File: src/rtl/adiv5_pkg.sv
// ---------------------------------------------------------------------------
// adiv5_pkg
// Shared constants for the ADIv5 MEM-AP request sequencer:
//   - command / response word widths for the swd_adiv5 FIFO interface
//   - SWD ACK status codes as returned in the response STAT field
//   - 4-bit register selectors {ADDR[1:0], APnDP, RnW=0}; OR in RnW for reads
//   - sequencer state enum and the "first needed step" helper
// ---------------------------------------------------------------------------
package adiv5_pkg;

  localparam int CMD_W  = 36;  // {DATA[31:0], ADDR[1:0], APnDP, RnW}
  localparam int RSP_W  = 35;  // {DATA[31:0], STAT[2:0]}
  localparam int DATA_W = 32;

  localparam logic [2:0] STAT_OK    = 3'b100;
  localparam logic [2:0] STAT_FAULT = 3'b001;

  // Selectors carry RnW = 0; read commands set bit 0.
  localparam logic [3:0] DP_SELECT = 4'b1000;
  localparam logic [3:0] DP_RDBUFF = 4'b1100;
  localparam logic [3:0] AP_CSW    = 4'b0010;
  localparam logic [3:0] AP_TAR    = 4'b0110;
  localparam logic [3:0] AP_DRW    = 4'b1110;

  typedef enum logic [2:0] {
    ST_IDLE  = 3'd0,
    ST_SEL   = 3'd1,
    ST_CSW   = 3'd2,
    ST_TAR   = 3'd3,
    ST_DRW   = 3'd4,
    ST_RDBUF = 3'd5,
    ST_WAIT  = 3'd6,
    ST_DONE  = 3'd7
  } state_e;

  // Steps are always taken in SEL, CSW, TAR, DRW order; DRW is never skipped.
  function automatic state_e first_step(input logic need_sel,
                                        input logic need_csw,
                                        input logic need_tar);
    if (need_sel)      return ST_SEL;
    else if (need_csw) return ST_CSW;
    else if (need_tar) return ST_TAR;
    else               return ST_DRW;
  endfunction

endpackage

File: src/rtl/adiv5_mem_ap_seq.sv
// ---------------------------------------------------------------------------
// adiv5_mem_ap_seq
// Turns single memory read/write requests into ADIv5 MEM-AP command
// sequences for swd_adiv5. DP SELECT, CSW size and TAR are cached so only
// changed registers are rewritten. AP reads are posted, so a read is
// completed with a DP RDBUFF read. Exactly one command is outstanding.
//
// Ports:
//   CLK, RESET            clock, asynchronous active-high reset
//   AP_SEL[7:0]           MEM-AP index (stable while busy)
//   FLUSH                 invalidate all caches (deferred to end if busy)
//   REQ_*                 request handshake / payload (READY only in IDLE)
//   RSP_VALID/RDATA/ERR   one-cycle completion pulse, read data, abort flag
//   CMD_WRDATA/WREN/WRFULL  command FIFO push side
//   ADI_RDDATA/RDEN/RDEMPTY response FIFO pop side (data valid the cycle
//                         after RDEN)
// ---------------------------------------------------------------------------
module adiv5_mem_ap_seq
  import adiv5_pkg::*;
#(
  parameter logic [31:0] CSW_BASE = 32'h2300_0000
) (
  input  logic              CLK,
  input  logic              RESET,
  input  logic [7:0]        AP_SEL,
  input  logic              FLUSH,
  input  logic              REQ_VALID,
  output logic              REQ_READY,
  input  logic              REQ_WRITE,
  input  logic [1:0]        REQ_SIZE,
  input  logic [31:0]       REQ_ADDR,
  input  logic [31:0]       REQ_WDATA,
  output logic              RSP_VALID,
  output logic [31:0]       RSP_RDATA,
  output logic              RSP_ERR,
  output logic [CMD_W-1:0]  CMD_WRDATA,
  output logic              CMD_WREN,
  input  logic              CMD_WRFULL,
  input  logic [RSP_W-1:0]  ADI_RDDATA,
  output logic              ADI_RDEN,
  input  logic              ADI_RDEMPTY
);

  // Sequencer state
  state_e      r_state;
  state_e      r_cur;        // command state whose response WAIT is collecting
  logic        r_popped;     // response popped; data is captured next cycle
  logic        r_flush_pend;

  // Latched request
  logic        r_write;
  logic [1:0]  r_size;
  logic [31:0] r_addr;
  logic [31:0] r_wdata;
  logic [7:0]  r_ap;
  logic        r_need_sel;
  logic        r_need_csw;
  logic        r_need_tar;

  // Register caches
  logic        r_sel_ok;
  logic [7:0]  r_sel_val;
  logic        r_csw_ok;
  logic [1:0]  r_csw_size;
  logic        r_tar_ok;
  logic [31:0] r_tar_val;

  // Response result
  logic [31:0] r_rdata;
  logic        r_err;

  // A FLUSH in the accept cycle invalidates before the compare.
  logic        w_need_sel;
  logic        w_need_csw;
  logic        w_need_tar;
  logic [2:0]  w_stat;
  logic [31:0] w_rsp_data;

  assign w_need_sel = !(r_sel_ok && !FLUSH) || (AP_SEL   != r_sel_val);
  assign w_need_csw = !(r_csw_ok && !FLUSH) || (REQ_SIZE != r_csw_size);
  assign w_need_tar = !(r_tar_ok && !FLUSH) || (REQ_ADDR != r_tar_val);

  assign w_stat     = ADI_RDDATA[2:0];
  assign w_rsp_data = ADI_RDDATA[RSP_W-1:3];

  assign REQ_READY  = (r_state == ST_IDLE);
  assign RSP_VALID  = (r_state == ST_DONE);
  assign RSP_RDATA  = r_rdata;
  assign RSP_ERR    = r_err;

  // Command push: one cycle per command state, gated by FIFO space.
  always_comb begin
    // NOTE: every output of this block gets a default first so no path can
    // leave it unassigned and infer a latch.
    CMD_WREN   = 1'b0;
    CMD_WRDATA = '0;
    case (r_state)
      ST_SEL:   CMD_WRDATA = {r_ap, 24'h0, DP_SELECT};
      ST_CSW:   CMD_WRDATA = {CSW_BASE[31:3], 1'b0, r_size, AP_CSW};
      ST_TAR:   CMD_WRDATA = {r_addr, AP_TAR};
      ST_DRW:   CMD_WRDATA = r_write ? {r_wdata, AP_DRW}
                                     : {32'h0, AP_DRW | 4'b0001};
      ST_RDBUF: CMD_WRDATA = {32'h0, DP_RDBUFF | 4'b0001};
      default:  CMD_WRDATA = '0;
    endcase
    CMD_WREN = (r_state inside {ST_SEL, ST_CSW, ST_TAR, ST_DRW, ST_RDBUF})
               && !CMD_WRFULL;
  end

  // Pop only in WAIT and only once per command, so never alongside a push.
  assign ADI_RDEN = (r_state == ST_WAIT) && !r_popped && !ADI_RDEMPTY;

  // NOTE: all state below is sequential and uses non-blocking assignments so
  // every register samples the pre-edge values of the others.
  always_ff @(posedge CLK or posedge RESET) begin
    if (RESET) begin
      r_state      <= ST_IDLE;
      r_cur        <= ST_IDLE;
      r_popped     <= 1'b0;
      r_flush_pend <= 1'b0;
      r_write      <= 1'b0;
      r_size       <= 2'd0;
      r_addr       <= '0;
      r_wdata      <= '0;
      r_ap         <= '0;
      r_need_sel   <= 1'b0;
      r_need_csw   <= 1'b0;
      r_need_tar   <= 1'b0;
      r_sel_ok     <= 1'b0;
      r_sel_val    <= '0;
      r_csw_ok     <= 1'b0;
      r_csw_size   <= 2'd0;
      r_tar_ok     <= 1'b0;
      r_tar_val    <= '0;
      r_rdata      <= '0;
      r_err        <= 1'b0;
    end else begin
      // A FLUSH seen while busy is remembered until the request finishes.
      if (FLUSH && (r_state != ST_IDLE))
        r_flush_pend <= 1'b1;

      case (r_state)
        ST_IDLE: begin
          if (FLUSH) begin
            r_sel_ok <= 1'b0;
            r_csw_ok <= 1'b0;
            r_tar_ok <= 1'b0;
          end
          if (REQ_VALID) begin
            r_write    <= REQ_WRITE;
            r_size     <= REQ_SIZE;
            r_addr     <= REQ_ADDR;
            r_wdata    <= REQ_WDATA;
            r_ap       <= AP_SEL;
            r_need_sel <= w_need_sel;
            r_need_csw <= w_need_csw;
            r_need_tar <= w_need_tar;
            r_rdata    <= '0;
            r_err      <= 1'b0;
            r_state    <= first_step(w_need_sel, w_need_csw, w_need_tar);
          end
        end

        ST_SEL, ST_CSW, ST_TAR, ST_DRW, ST_RDBUF: begin
          if (!CMD_WRFULL) begin
            r_cur    <= r_state;
            r_popped <= 1'b0;
            r_state  <= ST_WAIT;
          end
        end

        ST_WAIT: begin
          if (!r_popped) begin
            if (!ADI_RDEMPTY)
              r_popped <= 1'b1;
          end else begin
            r_popped <= 1'b0;
            if (w_stat == STAT_OK) begin
              case (r_cur)
                ST_SEL: begin
                  r_sel_ok   <= 1'b1;
                  r_sel_val  <= r_ap;
                  r_need_sel <= 1'b0;
                  r_state    <= first_step(1'b0, r_need_csw, r_need_tar);
                end
                ST_CSW: begin
                  r_csw_ok   <= 1'b1;
                  r_csw_size <= r_size;
                  r_need_csw <= 1'b0;
                  r_state    <= first_step(1'b0, 1'b0, r_need_tar);
                end
                ST_TAR: begin
                  r_tar_ok   <= 1'b1;
                  r_tar_val  <= r_addr;
                  r_need_tar <= 1'b0;
                  r_state    <= ST_DRW;
                end
                ST_DRW:
                  // AP reads are posted: the DRW response carries stale data.
                  r_state <= r_write ? ST_DONE : ST_RDBUF;
                ST_RDBUF: begin
                  r_rdata <= w_rsp_data;
                  r_state <= ST_DONE;
                end
                default: r_state <= ST_DONE;
              endcase
            end else begin
              // The target state is unknown after a fault: drop all caches.
              r_sel_ok <= 1'b0;
              r_csw_ok <= 1'b0;
              r_tar_ok <= 1'b0;
              r_err    <= 1'b1;
              r_state  <= ST_DONE;
            end
          end
        end

        ST_DONE: begin
          if (r_flush_pend || FLUSH) begin
            r_sel_ok <= 1'b0;
            r_csw_ok <= 1'b0;
            r_tar_ok <= 1'b0;
          end
          r_flush_pend <= 1'b0;
          r_state      <= ST_IDLE;
        end

        default: r_state <= ST_IDLE;
      endcase
    end
  end

endmodule

File: config.mk
export PLATFORM = sky130hd
export DESIGN_NAME = adiv5_mem_ap_seq
export DESIGN_NICKNAME = d
export VERILOG_FILES = /design/src/rtl/adiv5_pkg.sv /design/src/rtl/adiv5_mem_ap_seq.sv
export SDC_FILE = /design/constraint.sdc
export NUM_CORES = 1
export LEC_CHECK = 0
export BUFFER_PORTS_ARGS = -buffer_cell sky130_fd_sc_hd__buf_2
export CAP_MARGIN = 20
export CORE_MARGIN = 2
export CORE_UTILIZATION = 57
export CTS_CLUSTER_SIZE = 8
export DETAILED_ROUTE_END_ITERATION = 8
export PLACE_DENSITY_LB_ADDON = 0.12
export SLEW_MARGIN = 20
export SYNTH_ARGS = -nofsm -noshare
export SYNTH_HDL_FRONTEND = slang
export SYNTH_SLANG_ARGS = --single-unit
File: constraint.sdc
create_clock -name CLK -period 7.5 [get_ports CLK]
set_input_delay 0 -clock CLK [delete_from_list [all_inputs] [get_ports CLK]]
set_output_delay 0 -clock CLK [all_outputs]
set_load 0.1 [all_outputs]
## Yosys cells after proc, flatten, opt, wreduce, memory -nomap -nowiden

Index checks and enable logic that the tools add are counted.

- Register bits after elaboration: 163
- Logic and storage cells: 142

- Equal/unequal tests: 29
- Muxes and demuxes: 53
- Bitwise logic cells: 1
- Reduce and logical (&&, ||, !) cells: 40

Operators with widths:

| operator | number |
|---|---|
| $pmux 36 s5 | 1 |
| $mux 32 | 4 |
| $pmux 32 s2 | 1 |
| $mux 36 | 1 |
| $ne 32x32->1 | 1 |
| $reduce_and 5->1 | 6 |
| $mux 1 | 27 |
| $mux 3 | 9 |
| $pmux 3 s4 | 2 |
| $eq 3x3->1 const B | 7 |
| $reduce_and 4->1 | 4 |
| $eq 3x2->1 const B | 4 |
| $ne 2x1->1 const B | 5 |
| $ne 2x2->1 const B | 5 |
| $ne 3x2->1 const B | 3 |
| $pmux 1 s3 | 3 |
| $ne 8x8->1 | 1 |
| $pmux 1 s2 | 4 |
| $logic_and 1x1->1 | 7 |
| $logic_not 1->1 | 7 |
| $eq 3x1->1 const B | 2 |
| $reduce_and 2->1 | 3 |
| $reduce_bool 2->1 | 3 |
| $reduce_bool 3->1 | 2 |
| other kinds (8) | 11 |

## Longest topological paths before layout

Gate-level depths: netlist of the first run.

- Depth after elaboration: 9
- Depth in mapped cells: 9
- Gate-level depth less buffers: 5

## Least setup slack after synthesis of the first run

OpenSTA, ideal clock, no wires.

- Path type: register to register
- Start point: register r_state[2]
- End point: register r_cur[0]
- Setup time: 0.126 ns
- Data arrival time: 3.883 ns
- Data required time: 7.374 ns
- Setup slack: 3.491 ns
- Stages on the path, launching flop included: 5
- Buffers on the path: 0
- Period minus slack after synthesis: 4.009 ns
- Cell sequence: dfrtp_1 -> or3_4 -> inv_1 -> nor3_1 -> mux2_2

- Cells in the longest elaborated chain, start to end: 3
- Elaborated cells on any way between the ends: 7
- Those cells by class: eq/ne: 5; reduce/logical: 2

Ends and longest elaborated chain:

| what | RTL line | text |
|---|---|---|
| from (decl) | adiv5_mem_ap_seq.sv:45 | `state_e r_state;` |
| from (signal assigned) | adiv5_mem_ap_seq.sv:160 | `r_state <= first_step(w_need_sel, w_need_csw, w_need_tar);` |
| from (signal assigned) | adiv5_mem_ap_seq.sv:184 | `r_state <= first_step(1'b0, r_need_csw, r_need_tar);` |
| from (signal assigned) | adiv5_mem_ap_seq.sv:190 | `r_state <= first_step(1'b0, 1'b0, r_need_tar);` |
| $eq 3x1->1, or another cell as far along | adiv5_mem_ap_seq.sv:142 | `case (r_state)` |
| $reduce_or 5->1 * | adiv5_mem_ap_seq.sv:142 |  |
| $reduce_and 2->1 (no line) * | n/a |  |
| to (signal assigned) | adiv5_mem_ap_seq.sv:166 | `r_cur <= r_state;` |
| to (decl) | adiv5_mem_ap_seq.sv:46 | `state_e r_cur;` |

Every way passes the cells marked *; elsewhere a longest branch is shown, timed or not.
A chain may end at the register's enable or synchronous reset.

## Worst setup path in the final report of the first run

- Start point: register r_state[0]
- End point: output CMD_WRDATA[6]

- Cells in the longest elaborated chain, start to end: 2
- Elaborated cells on any way between the ends: 6
- Those cells by class: eq/ne: 5; mux: 1

Ends and longest elaborated chain:

| what | RTL line | text |
|---|---|---|
| $eq 3x3->1, or another cell as far along | adiv5_mem_ap_seq.sv:97 | `case (r_state)` |
| $pmux 36 s5 * | adiv5_mem_ap_seq.sv:97 |  |
| to (decl) | adiv5_mem_ap_seq.sv:36 | `output logic [CMD_W-1:0] CMD_WRDATA,` |

Marked as above.

==> results of run 1 <==
## per-layer routing
layer / wire [um] / vias to the layer above / track usage (%)
li1: - / 3003 / -
met1: 8720 / 3219 / 40.2
met2: 10600 / 308 / 53.3
met3: 1400 / 50 / 6.59
met4: 562 / 0 / 12.7
met5: 0 / - / 0
## cell usage in the layout (no fill, tap or decap), types with 14 or more instances in the layout
master and n:
sky130_fd_sc_hd__a22o_1 55, sky130_fd_sc_hd__buf_2 188, sky130_fd_sc_hd__clkbuf_16 17, sky130_fd_sc_hd__dfrtp_1 163, sky130_fd_sc_hd__dlygate4sd3_1 113, sky130_fd_sc_hd__mux2_2 42, sky130_fd_sc_hd__nand2_1 250, sky130_fd_sc_hd__nor2_1 14
sky130_fd_sc_hd__o21ai_0 20, sky130_fd_sc_hd__xor2_1 34
## sequential cells by signal (all words and copies together), names as in the netlist
register,count
r_need_tar,1
r_state,3
RSP_ERR,1
r_csw_size,2
r_size,2
r_ap,8
r_sel_ok,1
r_popped,1
r_write,1
r_addr,32
r_need_csw,1
r_tar_val,32
r_cur,3
r_wdata,32
r_tar_ok,1
r_sel_val,8
r_flush_pend,1
RSP_RDATA,32
r_csw_ok,1
## worst min-delay path, cell delays in order
cell	delay, ps
sky130_fd_sc_hd__buf_2	80
sky130_fd_sc_hd__nor3b_1	70
sky130_fd_sc_hd__a21oi_1	120
sky130_fd_sc_hd__o21ai_0	80
sky130_fd_sc_hd__o21ai_0	70
## logic make-up (layout without fill, tap and decap cells)
group | Yosys count | count (layout)
buf+inv | 45 | 344
flops | 163 | 163
simple gates | 312 | 312
xor+xnor | 43 | 43
mux | 46 | 46
compound gates | 109 | 109
## cell type report
cell class	instances	area, um2	share of cell area, %
Clock buffer	21	480	4.74
Clock inverter	11	174	1.71
Inverter	6	27.5	0.271
Multi-Input combinational cell	510	3050	30.1
Sequential cell	163	4080	40.2
Tap cell	172	215	2.12
Timing Repair Buffer	306	2110	20.8
## path summary, 6_finish.rpt
kind	from	endpoint	slack, ps	depth (start not counted)
max in group asynchronous	RESET	r_sel_val[0]	6020	4
worst max register to register	r_state[1]	r_tar_val[23]	4830	4
worst min-delay path	ADI_RDDATA[1]	r_need_tar	40	5
min in group asynchronous	RESET	r_cur[2]	240	3
worst min register to register	r_wdata[11]	r_wdata[11]	480	2
worst max-delay path	r_state[0]	CMD_WRDATA[6]	4620	4
## power breakdown
part	switching, mW	leakage [nW]	total [mW]	internal [mW]
Combinational	0.979	2.95	1.33	0.349
Sequential	0.228	2.15	1.34	1.12
Clock	0.359	0.317	0.954	0.595
Total	1.57	5.42	3.63	2.06
## through the flow
stage	setup slack, ps	area [um2]	cells	utilization, %	power, mW
floorplan	3100	7340	718	-	2.33
global placement	4810	8350	1044	66.4	2.56
detailed placement	4830	8350	1044	66.5	2.60
CTS	4630	10100	1189	80.7	3.61
global route	4480	10100	1189	80.7	3.79
finish	4620	10100	1189	80.7	3.63
==> summary.md, run 1 <==
| Metric | Value |
|---|---|
| Worst vdd ir | `0.200 mV` |
| Main combinational cell family by area after synthesis | `simple AND/OR/NAND/NOR gates` |
| Average footprint of a synthesized cell | `between 10 and 15 um2` |
| Initial antenna violation count | `0` |
| Post-synthesis async set-or-reset flop share | `100%` |
| First-pass GRT wire length | `~35,000 um` |
| Via count normalized by instance count | `5.53` |
| Cells along the critical path | `inv_1 > nor2_4 > a22o_1 > buf_2` |
| Number of H-tree branching levels | `4` |
| Total Die Area | `around 14,000 um2` |
| Post-Syn Instances | `718` |
| Final Skew | `10.1 ps` |
| Number of antenna cells inserted | `0` |
| Setup-failing EPs final | `0` |
| Worst-margin pin slew | `slightly above 900 ps` |
| Crit path max-delay family | `buffers and inverters` |
| Max frequency | `about 350 MHz` |
| Setup fix buffers added after clock tree synthesis | `0` |
| Clock transition at the register clock pins on the worst setup and hold paths after CTS | `around 70 ps` |
| Fillers | `between 700 and 800` |
| Result of the run | `finished clean` |
| Worst Setup End Kind | `output pin` |
| Power density over the cells | `between 300 and 400 nW/um2` |
| Core region area | `12,600 um2` |
| Share of layout cells above drive strength 1 | `27.6%` |
| Later-pin clock latency in the skew report | `430 ps` |
| Vias in the first global route | `between 6,000 and 7,000` |
| Number of warning messages in the yosys log | `0` |
| Fin Setup TNS | `0 ps` |
| HPWL reported at the end of detailed placement | `~13,000 um` |
| Number of CTS-inserted buffers | `17` |
| GRT Residual Overflow | `0` |
| Proportion of synthesized chip area in sequential cells | `a little under three fifths` |
| WL per Instance | `between 15 and 20 um` |
| GRT Util Overall | `31.6%` |
| RSZ-0062 raised after global routing | `no` |
| CTS Root Buffer Type | `sky130_fd_sc_hd__clkbuf_16` |
| Final hold viol count | `0` |
| Total of flip-flops plus latches after synthesis | `around 160` |
| Cell types with the highest counts after synthesis | `251 x sky130_fd_sc_hd__nand2_1, 163 x sky130_fd_sc_hd__dfrtp_1, 55 x sky130_fd_sc_hd__a22o_1` |
| Mapped cell area | `7340 um2` |
| EDFF count, synth | `0` |
| Most common cell in the netlist | `sky130_fd_sc_hd__nand2_1` |
| Min Clock Period, post-route | `~2900 ps` |
| Post-synthesis adder-cell area fraction | `0%` |
| Routability congestion estimate | `~0.87` |
| ANT nets after route | `0` |
| Crit path buf inv count | `2` |
| Core Rows | `about 40` |
| Clock tree from TritonCTS | `built` |
| Number of buffers on the longest clock path | `2` |
| Setup crit start kind | `register` |
| Top_reg_cell synth | `sky130_fd_sc_hd__dfrtp_1` |
| Crit share post-route | `between 30% and 40%` |
| Cell with the biggest individual delay on the critical path | `sky130_fd_sc_hd__nor2_4` |
| Count of unresolved DRC violations after routing | `0` |
| Data arrival time of the critical path | `about 2900 ps` |
| Count of buffers inserted at the top-level ports | `188` |
| Biggest area consumer among synthesized cells | `sky130_fd_sc_hd__dfrtp_1` |
| Leakage power summed over all cells | `5.42 nW` |
| Max transition margin | `between 30% and 40%` |
| Worst-case hold slack | `36.7 ps` |
| Sum of routed wire length over all layers | `between 20,000 and 25,000 um` |
| Boundary pin count | `189` |
| Simple logic cell fraction of the synthesized area | `18.0%` |
| Largest incremental delay on the critical path | `roughly 700 ps` |
| Via total after detailed routing | `roughly 6,600` |
| Min-delay worst type | `in2reg` |
| Width of the chip | `117 um` |
| First-pass detailed-route iteration total | `5` |
| Effective utilization at floorplan | `58.4%` |
| Number of violations reported at the end of detailed-routing iteration 0 | `600` |
| Die Height | `roughly 120 um` |
| Number of buffers inserted by hold repair at cts | `around 110` |
| Maximum number of pins on one net before global-route repair | `86` |
| Synthesis-to-layout area growth | `38.3%` |
| Count of nets after finishing | `about 1,100` |
| Share of the synthesized area in compound gates (AO/OA/AOI/OAI) | `between 10% and 20%` |
| Nets in the synthesized netlist | `834` |
| XOR/XNOR Fraction of Synth Area | `5.13%` |
| Critical path data required time | `7500 ps` |
| Number of max-slew violations in the final report | `0` |
| Fraction of synthesized cell area taken by the top area cell type | `between 50% and 60%` |
| Number of distinct library cell variants in the gate-level netlist after synthesis | `45` |
| Start-to-end type of the worst setup path | `reg2out` |
| Proportion of synthesized area in mux cells | `under 10%` |
| Largest driver fanout on the critical path | `27` |
| Reported max-cap violation count | `0` |
| # resized after CTS | `0` |
| Sink Count | `approximately 160` |
| Leading cell types by total area after synthesis | `sky130_fd_sc_hd__dfrtp_1 56%, sky130_fd_sc_hd__nand2_1 13%, sky130_fd_sc_hd__a22o_1 6.6%` |
No activity file was read; power rests on OpenSTA's default activity.
==> run 2, diff against run 1 <==
--- a/config.mk
+++ b/config.mk
@@ -8,7 +8,7 @@
 export BUFFER_PORTS_ARGS = -buffer_cell sky130_fd_sc_hd__buf_2
 export CAP_MARGIN = 20
 export CORE_MARGIN = 2
-export CORE_UTILIZATION = 57
+export CORE_UTILIZATION = 53
 export CTS_CLUSTER_SIZE = 8
 export DETAILED_ROUTE_END_ITERATION = 8
 export PLACE_DENSITY_LB_ADDON = 0.12
==> constraint.sdc (replaced) <==
create_clock -name CLK -period 2.8 [get_ports CLK]
set_input_delay 0 -clock CLK [delete_from_list [all_inputs] [get_ports CLK]]
set_output_delay 0 -clock CLK [all_outputs]
set_load 0.1 [all_outputs]
==> run 2 against run 1 <==
Sequential share of layout area shrank 0.21 points; cell count up 1.0%; flip-flop and latch count unchanged; utilization shrank 4.6 points; critical path type unchanged; critical endpoint is now CMD_WRDATA[31]; largest power group unchanged.
==> summary.md, run 2 (synthesis results as in run 1) <==
| Metric | Value |
|---|---|
| Sink Count | `163 (unchanged)` |
| Power density over the cells | `945 nW/um2 (+160%)` |
| First-pass GRT wire length | `33,600 um (-2.8%)` |
| Final hold viol count | `0 (unchanged)` |
| Cell area after layout | `10,200 um2 (+0.53%)` |
| Vias in the first global route | `6,854 (+1.1%)` |
| Worst-margin pin slew | `833 ps (-76.3 ps)` |
| Crit share post-route | `between 90% and 100%` |
| Min Clock Period, post-route | `about 2700 ps` |
| GRT Util Overall | `29.4% (-2.2 points)` |
| Fillers | `907 (+21%)` |
| CTS Root Buffer Type | `sky130_fd_sc_hd__clkbuf_16` |
| Result of the run | `finished clean` |
| Maximum number of pins on one net before global-route repair | `88 (+2.3%)` |
| Width of the chip | `122 um (+3.6%)` |
| Max transition margin | `44.5% (+5.2 points)` |
| Effective utilization at floorplan | `54.8% (-3.6 points)` |
| Clock transition at the register clock pins on the worst setup and hold paths after CTS | `60 ps (about the same)` |
| Via total after detailed routing | `6,576 (-0.061%)` |
| Boundary pin count | `189 (unchanged)` |
| Number of violations reported at the end of detailed-routing iteration 0 | `559 (-6.8%)` |
| ANT nets after route | `0 (unchanged)` |
| Fin Setup TNS | `0 ps (unchanged)` |
| Worst Setup End Kind | `output pin` |
| HPWL reported at the end of detailed placement | `13,100 um (+5.0%)` |
| Cells along the critical path | `nand2b_1 > nor3b_2 > buf_4 > a22oi_1 > nand2_1 > buf_2` |
| Worst flop-to-flop path startpoint | `r_state[1]` |
| Destination of the critical timing path | `CMD_WRDATA[31]` |
| Max frequency | `approximately 380 MHz` |
| First-pass detailed-route iteration total | `5 (unchanged)` |
| Number of H-tree branching levels | `4 (unchanged)` |
| Setup crit start kind | `register` |
| Cell depth of the worst flop-to-flop path | `5 (+1)` |
| Most frequent standard cell in the layout excluding fill and tap cells | `sky130_fd_sc_hd__nand2_1` |
| Reg2reg end | `r_need_tar` |
| Largest driver fanout on the critical path | `20 (-26%)` |
| Routability congestion estimate | `0.894 (+2.5%)` |
| Crit. Startpoint | `r_state[1]` |
| Later-pin clock latency in the skew report | `420 ps (about the same)` |
| Leakage power summed over all cells | `5.43 nW (+0.26%)` |
| Area of the multi-input gates | `3060 um2 (+0.29%)` |
| Non-filler instance count after layout | `1,201 (+1.0%)` |
| Share of layout cells above drive strength 1 | `28.3% (+0.66 points)` |
| Count of unresolved DRC violations after routing | `0 (unchanged)` |
| Min-delay worst type | `in2reg` |
| # placed instances | `1,056 (+1.1%)` |
| Core region area | `13,400 um2 (+6.6%)` |
| Top library cells by usage in the layout, fill and taps aside | `250 x sky130_fd_sc_hd__nand2_1, 188 x sky130_fd_sc_hd__buf_2, 163 x sky130_fd_sc_hd__dfrtp_1, 113 x sky130_fd_sc_hd__dlygate4sd3_1, 55 x sky130_fd_sc_hd__a22o_1` |
| Number of antenna cells inserted | `0 (unchanged)` |
| GRT Residual Overflow | `0 (unchanged)` |
| Cell Area, Placed | `8450 um2 (+1.2%)` |
| Core Rows | `42 (+2.4%)` |
| Final Skew | `6.93 ps (-3.19 ps)` |
| Setup-failing EPs final | `0 (unchanged)` |
| Worst vdd ir | `0.534 mV (+170%)` |
| Number of CTS-inserted buffers | `17 (unchanged)` |
| Area taken by flip-flops and latches | `4080 um2 (unchanged)` |
| Worst setup slack for register-to-register paths | `600 ps (-4230 ps)` |
| Count of buffers inserted at the top-level ports | `188 (unchanged)` |
| Number of buffers on the longest clock path | `2 (unchanged)` |
| Critical path data required time | `2800 ps (-4700 ps)` |
| Via count normalized by instance count | `5.48 (-1.1%)` |
| Number of max-slew violations in the final report | `0 (unchanged)` |
| Total Die Area | `14,800 um2 (+7.3%)` |
| Sum of routed wire length over all layers | `20,600 um (-3.3%)` |
| Data arrival time of the critical path | `2660 ps (-220 ps)` |
| RSZ-0062 raised after global routing | `no` |
| Largest incremental delay on the critical path | `580 ps (-120 ps)` |
| Cell with the biggest individual delay on the critical path | `sky130_fd_sc_hd__dfrtp_1` |
| Count of nets after finishing | `1,128 (+0.71%)` |
| Start-to-end type of the worst setup path | `reg2out` |
| Initial antenna violation count | `0 (unchanged)` |
| Clock tree from TritonCTS | `built` |
| Setup fix buffers added after clock tree synthesis | `0 (unchanged)` |
| Reported max-cap violation count | `0 (unchanged)` |
| WL per Instance | `17.2 um (-4.3%)` |
| Die Height | `122 um (+3.6%)` |
| Synthesis-to-layout area growth | `39.0%` |
==> run 2: changes by cell type in the layout (fill, tap and decap cells not counted), moves of 2 or more <==
cell and change:
sky130_fd_sc_hd__buf_12 +2, sky130_fd_sc_hd__buf_4 +7, sky130_fd_sc_hd__clkbuf_8 -3, sky130_fd_sc_hd__clkinvlp_4 +4
sky130_fd_sc_hd__nor3_1 -2, sky130_fd_sc_hd__o21ai_0 -3, sky130_fd_sc_hd__o21ai_1 +3
==> run 2: worst max-delay path, delay by kind of cell (launching register included) <==
kind | cells | cell delay (ps)
AO/OA/AOI/OAI | 1 | 150
AND/OR/NAND/NOR | 3 | 720
buffers and inverters | 2 | 780
flip-flops | 1 | 580
==> run 2: layout make-up <==
class,instances,area share (%)
well taps,176,2.16
inverters,6,0.258
multi-input cells,510,30.0
repair buffers,314,21.5
clock inverters,14,1.72
flip-flops and latches,163,40.0
clock buffers,18,4.31
==> run 2: repair_timing <==
action,4_1_cts,5_1_grt
gates resized for setup,0,0
endpoints found under the hold margin,148,0
hold buffers,113,0
==> run 2: per-layer routing <==
layer	global-route usage (%)	share of wire, %	vias to the layer above	wire [um]
li1	-	-	3026	-
met1	37.8	42	3223	8610
met2	48.7	49	264	10100
met3	5.76	5.6	63	1140
met4	12.9	3.4	0	705
met5	0	0	-	0
==> run 2: worst min-delay path by stage <==
stage / slack (ps) / end / startpoint / depth (start not counted)
after floorplan: 110 / r_addr[0] / REQ_ADDR[0] / 2
after global placement: 190 / r_cur[2] / RESET / 2
after detailed placement: 200 / r_popped / RESET / 2
after CTS: 10 / r_need_csw / ADI_RDDATA[1] / 5
after global routing: 100 / r_need_tar / ADI_RDDATA[0] / 5
final: 40 / r_need_csw / ADI_RDDATA[1] / 5
==> run 2: power by group <==
group          total, mW  switching, mW  internal (mW)
clock               2.43          0.992           1.44
sequential          3.61          0.621           2.99
combinational       3.60           2.63          0.971
total               9.64           4.24           5.39
==> run 2: per-stage QoR <==
step	setup slack, ps	hold slack [ps]	utilization (%)	total power [mW]
6_report	138	36.3	76.1	9.64
5_1_grt	0.462	97.5	76.1	10.1
4_1_cts	164	11.3	76.1	9.61
3_5_place_dp	621	196	63.1	7.04
3_3_place_gp	664	189	63.1	6.94
2_1_floorplan	-183	105	-	6.25
